## src/rtl/reg_file_gen2.sv

```systemverilog
// Register file with paired 2*DW-bit add/move operations and an optional second
// register bank (SHADOW_BANK_EN); read ports are combinational, zero_flag/bank registered.
module reg_file_gen2 #(
    parameter int unsigned DW   = 8,
    parameter int unsigned NREG = 16
) (
    input  logic                     clk,
    input  logic                     reset,
    input  logic [DW-1:0]            din,
    input  logic [$clog2(NREG)-1:0]  w_sel,
    input  logic                     write_en,
    input  logic [$clog2(NREG)-1:0]  a_sel,
    input  logic [$clog2(NREG)-1:0]  b_sel,
    input  logic [1:0]               op,
    input  logic [DW-1:0]            constant,
    input  logic                     bank_swap,
    output logic [DW-1:0]            outA,
    output logic [DW-1:0]            outB,
    output logic [DW-1:0]            outC,
    output logic [2*DW-1:0]          pair_a,
    output logic                     zero_flag,
    output logic                     bank
);

    localparam int unsigned SW = $clog2(NREG);
    localparam int unsigned PW = 2 * DW;
`ifdef SHADOW_BANK_EN
    localparam int unsigned NB = 2;
`else
    localparam int unsigned NB = 1;
`endif
    localparam int unsigned AW = $clog2(NB * NREG);

    localparam logic [1:0] OP_ADD  = 2'b01;
    localparam logic [1:0] OP_MOVE = 2'b10;

    logic [DW-1:0] mem [NB*NREG];

    logic [AW-1:0] base;
    logic [AW-1:0] a_idx, b_idx, w_idx;
    logic [AW-1:0] a_lo, a_hi, b_lo, b_hi;
    logic [PW-1:0] pair_b;
    logic [PW-1:0] sum;
    logic [PW-1:0] result;
    logic          pair_op;

    // Physical addresses: the active bank occupies the upper address bit when present
    always_comb begin
        base  = AW'(bank) << SW;
        a_idx = base | AW'(a_sel);
        b_idx = base | AW'(b_sel);
        w_idx = base | AW'(w_sel);
        a_lo  = base | AW'({a_sel[SW-1:1], 1'b0});
        a_hi  = base | AW'({a_sel[SW-1:1], 1'b1});
        b_lo  = base | AW'({b_sel[SW-1:1], 1'b0});
        b_hi  = base | AW'({b_sel[SW-1:1], 1'b1});
    end

    always_comb begin
        outA    = mem[a_idx];
        outB    = mem[b_idx];
        outC    = mem[b_hi];
        pair_a  = {mem[a_hi], mem[a_lo]};
        pair_b  = {mem[b_hi], mem[b_lo]};
        sum     = pair_a + {{DW{constant[DW-1]}}, constant};
        result  = (op == OP_ADD) ? sum : pair_b;
        pair_op = (op == OP_ADD) || (op == OP_MOVE);
    end

    // Pair update first, then the single-port write so din wins on a collision
    always_ff @(posedge clk or posedge reset) begin
        if (reset) begin
            for (int i = 0; i < int'(NB * NREG); i++) begin
                mem[i] <= '0;
            end
            zero_flag <= 1'b0;
        end else begin
            if (pair_op) begin
                mem[a_hi] <= result[PW-1:DW];
                mem[a_lo] <= result[DW-1:0];
            end
            if (write_en) begin
                mem[w_idx] <= din;
            end
            if (op == OP_ADD) begin
                zero_flag <= (sum == '0);
            end
        end
    end

`ifdef SHADOW_BANK_EN
    always_ff @(posedge clk or posedge reset) begin
        if (reset) begin
            bank <= 1'b0;
        end else if (bank_swap) begin
            bank <= ~bank;
        end
    end
`else
    logic unused_bank_swap;
    assign unused_bank_swap = bank_swap;
    assign bank = 1'b0;
`endif

endmodule
```

## config.mk

```make
export PLATFORM = sky130hd
export DESIGN_NAME = reg_file_gen2
export DESIGN_NICKNAME = d
export VERILOG_FILES = /design/src/rtl/reg_file_gen2.sv
export SDC_FILE = /design/constraint.sdc
export NUM_CORES = 1
export LEC_CHECK = 0
export CORE_MARGIN = 5
export CORE_UTILIZATION = 50
export CTS_CLUSTER_DIAMETER = 200
export DETAILED_ROUTE_END_ITERATION = 10
export PLACE_DENSITY = 0.8
export SYNTH_ARGS = -nofsm -noshare
export SYNTH_HDL_FRONTEND = slang
export SYNTH_SLANG_ARGS = --single-unit
```

## constraint.sdc

```tcl
create_clock -name clk -period 4.15 [get_ports clk]
set_input_delay 0.6225 -clock clk [delete_from_list [all_inputs] [get_ports clk]]
set_output_delay 0.6225 -clock clk [all_outputs]
set_load 0.005 [all_outputs]
```

* Yosys cells after proc, flatten, opt, wreduce, memory -nomap -nowiden
Cells that the tools add are included.
W data, S select, Z words.
** Storage, ports and cells
- Register bits :: 129
- Logic and storage cells :: 72
- Output and inout bits :: 42
** Cells by class
- Bitwise logic cells :: 7
- Equal/unequal tests :: 2
- $lt $le $gt $ge :: 10
- Reductions and logical operators :: 5
- Add/sub/neg operators :: 1
- Muxes and demuxes :: 30
** Operators by type and width (number)
- $bwmux W128 :: 3
- $mux W128 :: 2
- $bmux W8 S4 :: 6
- $mux W8 :: 15
- $demux W8 S4 :: 3
- $ge A5 B5 Y1 const B :: 7
- $not A4 Y5 :: 7
- $add A16 B16 Y16 :: 1
- $logic_not A16 Y1 :: 1
- $mux W16 :: 1
- $lt A5 B1 Y1 const B :: 3
- $logic_and A1 B1 Y1 :: 3
- $eq A2 B1 Y1 const B :: 1
- $eq A2 B2 Y1 const B :: 1
- $logic_or A1 B1 Y1 :: 1

* Logic depth before layout (Yosys ltp)
- Depth after elaboration :: 11
- Gate-level depth with buffers :: 16
- Depth with buffers taken out :: 13

* Worst setup path before layout
OpenSTA, ideal clock, no wires.
- Path kind :: in2reg
- From :: input a_sel[2]
- To :: register mem[118] (netlist name)
- Required time :: 3.996 ns
- Setup time :: 0.154 ns
- Data arrival time :: 4.379 ns
- Slack :: -0.383 ns
- Stages :: 14
- Path through :: clkbuf_1 > clkbuf_1 > buf_2 > clkbuf_1 > mux2_2 > ha_1 > fa_1 > a21o_1 > a211oi_2 > o211a_1 > or3_1 > o311ai_1 > mux2i_1 > o221ai_1
** Between the ends
- Word-level cells in the longest chain between the ends :: 11
** Ends and longest elaborated chain
- from (decl) :: RTL line 12 : input logic [$clog2(NREG)-1:0] a_sel,
- $not A4 Y5 (implied by the code) * :: RTL line 63 : pair_a = {mem[a_hi], mem[a_lo]};
- $bmux W8 S4 * :: RTL line 63
- $mux W8 (implied by the code) * (2 in a row) :: RTL line 63
- net pair_a[0] :: RTL line 20 : output logic [2*DW-1:0] pair_a,
- $add A16 B16 Y16 * :: RTL line 65 : sum = pair_a + {{DW{constant[DW-1]}}, constant};
- $mux W16 * :: RTL line 66 : result = (op == OP_ADD) ? sum : pair_b;
- $bwmux W128 :: RTL line 79 : mem[a_hi] <= result[PW-1:DW];
- $bwmux W128 * :: RTL line 80 : mem[a_lo] <= result[DW-1:0];
- $mux W128 * :: RTL line 78 : if (pair_op) begin
- $bwmux W128 :: RTL line 83 : mem[w_idx] <= din;
- $mux W128 * :: RTL line 82 : if (write_en) begin
- to (signal, indexed assignment) :: RTL line 79
- to (signal, indexed assignment) :: RTL line 80
- to (signal, indexed assignment) :: RTL line 83
- to (decl) :: RTL line 37 : logic [DW-1:0] mem [NB*NREG];
Mark *: on every way through the listed nets, which the timed path passes. The rest lies on a longest branch. The select of a mux whose other input is x is not followed.
A chain may end at the register's enable or synchronous reset.

* Final worst setup path
- From :: input a_sel[1]
- To :: register mem[22] (netlist name)
** Between the ends
- Word-level cells in the longest chain between the ends :: 11
** Ends and longest elaborated chain (RTL line)
- $not A4 Y5 (on tied branches) :: 63, 80, 79
- $bmux W8 S4 :: 63
- $mux W8 (implied by the code) (2 in a row) :: 63
- $add A16 B16 Y16 :: 65
- $mux W16 :: 66
- $bwmux W128 :: 79
- $bwmux W128 * :: 80
- $mux W128 * :: 78
- $bwmux W128 :: 83
- $mux W128 * :: 82
Every way passes the cells marked *; elsewhere a longest branch is shown, timed or not. The select of a mux whose other input is x is not followed.

==> metrics.md <==
| Metric | Value |
|---|---|
| Routed vias | `about 10000` |
| Power Density | `about 640 mW/mm^2` |
| Final setup vio count | `0` |
| First drt pass iteration count | `6` |
| Antenna diode count | `0` |
| Kind of critical path | `primary input to register` |
| RSZ-0062 raised after global routing | `no` |
| Synth area leader | `dfrtp_1` |
| Routed Antenna Nets | `0` |
| Place WS | `-0.0707 ns` |
| Hold_buf cts | `0` |
| Critical path capture point type | `register` |
| Largest net degree at the start of global routing | `65` |
| Total power | `around 8400 uW` |
| Initial antenna violation count | `2` |
| Vias in the first global route | `between 10000 and 15000` |
| First-pass GRT wire length | `60.1 mm` |
| Share of the synthesized area in the top cell type | `0.295` |
| Min Tclk post-route | `3.92 ns` |
| Hold Slack | `0.520 ns` |
| RR Endpoint | `mem[22]` |
| Main area contributors after synthesis | `dfrtp_1 (30%), mux4_2 (29%), nand2_1 (5.6%), mux2i_1 (4.8%), nor2_1 (3.8%)` |
| Yosys warns | `0` |
| Setup slack after layout | `around 0.23 ns` |
| CTS tree | `done` |
| Initial Util | `0.504` |
| Min-Delay Endpoint | `zero_flag` |
| Final Slew Violations | `0` |
| Total track usage | `0.321` |
| Synthesized Nets | `around 1100` |
| Yosys cell types | `54` |
| Top-count cell post-synth | `nand2_1` |
| WP data arrival | `between 4 and 5 ns` |
| Core ar. | `roughly 0.022 mm^2` |
| Total Wirelength | `~39 mm` |
| Worst-Margin Slew | `roughly 1.2 ns` |
| Root Driver | `clkbuf_16` |
| DRC | `0` |
| Die Area | `approximately 0.025 mm^2` |
| Max-Cap Viols | `0` |
| Required @ worst endpoint | `~4.4 ns` |
| CP Max Fanout | `16` |
| Via density | `7.17` |
| Grt ovf | `0` |
| Synth Flop Type | `dfrtp_1` |
| Hold Path Class | `register to register` |
| Max Root-Sink Buffers | `2` |
| Max frequency | `between 200 and 300 MHz` |
| Reg2reg start | `mem[8]` |
| Hold path depth | `2` |
| Register area share after synthesis | `0.295` |
| Post-synth top cells | `nand2_1 (164), mux4_2 (140), dfrtp_1 (129), nor2_1 (111), o21ai_0 (80)` |
| Reg clk slew, reported paths | `0.06 ns` |
| Setup bufs post-CTS | `0` |
| Nets@finish | `about 1200` |
| Buffers on Ports | `73` |
| Worst Setup Start Kind | `primary input` |
| Min-Delay Startpoint | `zero_flag` |
| DP Wirelength | `26.8 mm` |
| Reg2Reg Depth | `12` |
| # rows | `54` |
| Routed len/inst | `about 27 um` |
| GP Congestion | `~1` |
| I/O Pins | `76` |
| PostCTS Resize Cnt | `0` |
| Mean area per synthesized cell | `10.3 um^2` |
| Initial drt markers | `~1700` |
| VDD IR-drop max | `0.257 mV` |
| Hold Vio Cnt, Final | `0` |
| H-tree Lvls | `4` |
| Area grow syn2layout | `19.3%` |
| Clk_lat worst skew | `around 0.44 ns` |
| Die W | `between 150 and 200 um` |
| Fraction of layout cells with a size suffix above 1 | `0.264` |
| Fraction of registers with async set/reset | `1.00` |
| Final period util | `0.945` |
| Relative slew margins | `0.172` |
| Post-synth EDFFs | `0` |
| Clock sinks | `about 130` |
| Leakage | `0.00508 uW` |
| CTS Buf Count | `17` |
| Flop-to-flop setup slack | `roughly 0.25 ns` |
| Mapped Cells | `about 1100` |
| Status | `finished clean` |
| Worst Skew | `between 0.007 and 0.008 ns` |
| Synthesized cell area | `~0.011 mm^2` |
| Die height | `approximately 160 um` |
| Flops & latches, synth | `129` |
==> kinds of logic after synthesis <==
logic type      share of synthesized area
fa+ha+maj                          0.0201
flops                               0.295
xor+xnor                          0.00858
compound gates                      0.145
mux                                 0.364
other cells                      0.000343
simple gates                        0.127
buf+inv                            0.0390
==> worst max-delay path: stages <==
cell	delay (ns)
buf_4	0.20
buf_12	0.20
mux4_2	0.51
mux2_2	0.34
fa_1	0.43
a21o_1	0.20
a211oi_2	0.24
buf_4	0.17
o211a_1	0.22
or3_1	0.14
o311ai_2	0.17
mux2i_2	0.53
o221ai_1	0.21
==> registers in the layout (all words and copies together) (netlist names) <==
name / cells
mem: 128
zero_flag: 1
==> per-stage QoR <==
| step | std cells | TNS (ns) | util | area, um^2 |
|---|---|---|---|---|
| finish | 1436 | 0 | 0.602 | 13100 |
| global route | 1436 | 0 | 0.602 | 13100 |
| CTS | 1436 | 0 | 0.602 | 13100 |
| detailed placement | 1404 | -0.494 | 0.570 | 12400 |
| global placement | 1404 | -0.00922 | 0.570 | 12400 |
| floorplan | 1063 | 0 | - | 11000 |
==> area by class of cell <==
| cell class | instances | area [um^2] |
|---|---|---|
| clock inverter | 15 | 264 |
| timing repair buffer | 155 | 1410 |
| fill | 1598 | 8630 |
| inverter | 10 | 40.0 |
| tap | 280 | 350 |
| multi-input combinational | 830 | 7340 |
| clock buffer | 17 | 425 |
| sequential | 129 | 3230 |
==> cells in the final DEF, fill, tap and decap left out, types with 4 or more instances in the layout <==
cell,instances
or3_1,6
nor3_2,6
inv_1,9
a31oi_1,15
ha_1,16
nor2_1,111
o221ai_1,26
o31ai_1,10
dfrtp_1,129
a21oi_1,50
mux2i_1,51
o21ai_1,7
clkbuf_16,17
mux2_2,25
nor2b_1,7
nand2_1,164
nand2b_1,8
clkinvlp_4,4
o21ai_0,80
a21o_1,20
clkdlybuf4s50_1,67
bufinv_16,7
nand3_1,10
xor2_1,5
buf_2,4
mux4_2,140
nor3_1,5
buf_4,77
a211oi_1,19
nand3b_1,6
o21a_1,5
buf_12,7
==> routing by layer <==
| metal | track usage | up-vias | routed length [um] |
|---|---|---|---|
| met5 | 0.0119 | - | 22 |
| met4 | 0.177 | 4 | 2670 |
| met3 | 0.102 | 228 | 5860 |
| met2 | 0.490 | 897 | 17500 |
| met1 | 0.408 | 4936 | 13200 |
| li1 | - | 4232 | - |
==> report_power, final <==
| part | switching (uW) | internal (uW) | total (uW) |
|---|---|---|---|
| clock | 608 | 1180 | 1790 |
| combinational | 1880 | 2240 | 4120 |
| sequential | 732 | 1760 | 2500 |
==> how the worst max path moves through the flow <==
| stage | start | end |
|---|---|---|
| 3_5_place_dp | a_sel[1] | mem[6] |
| 4_1_cts | a_sel[1] | mem[64] |
| 2_1_floorplan | a_sel[1] | mem[118] |
| 5_1_grt | a_sel[1] | mem[64] |
| 6_report | a_sel[1] | mem[22] |
| 3_3_place_gp | a_sel[1] | mem[118] |
Power figures use the tool's default switching activity.
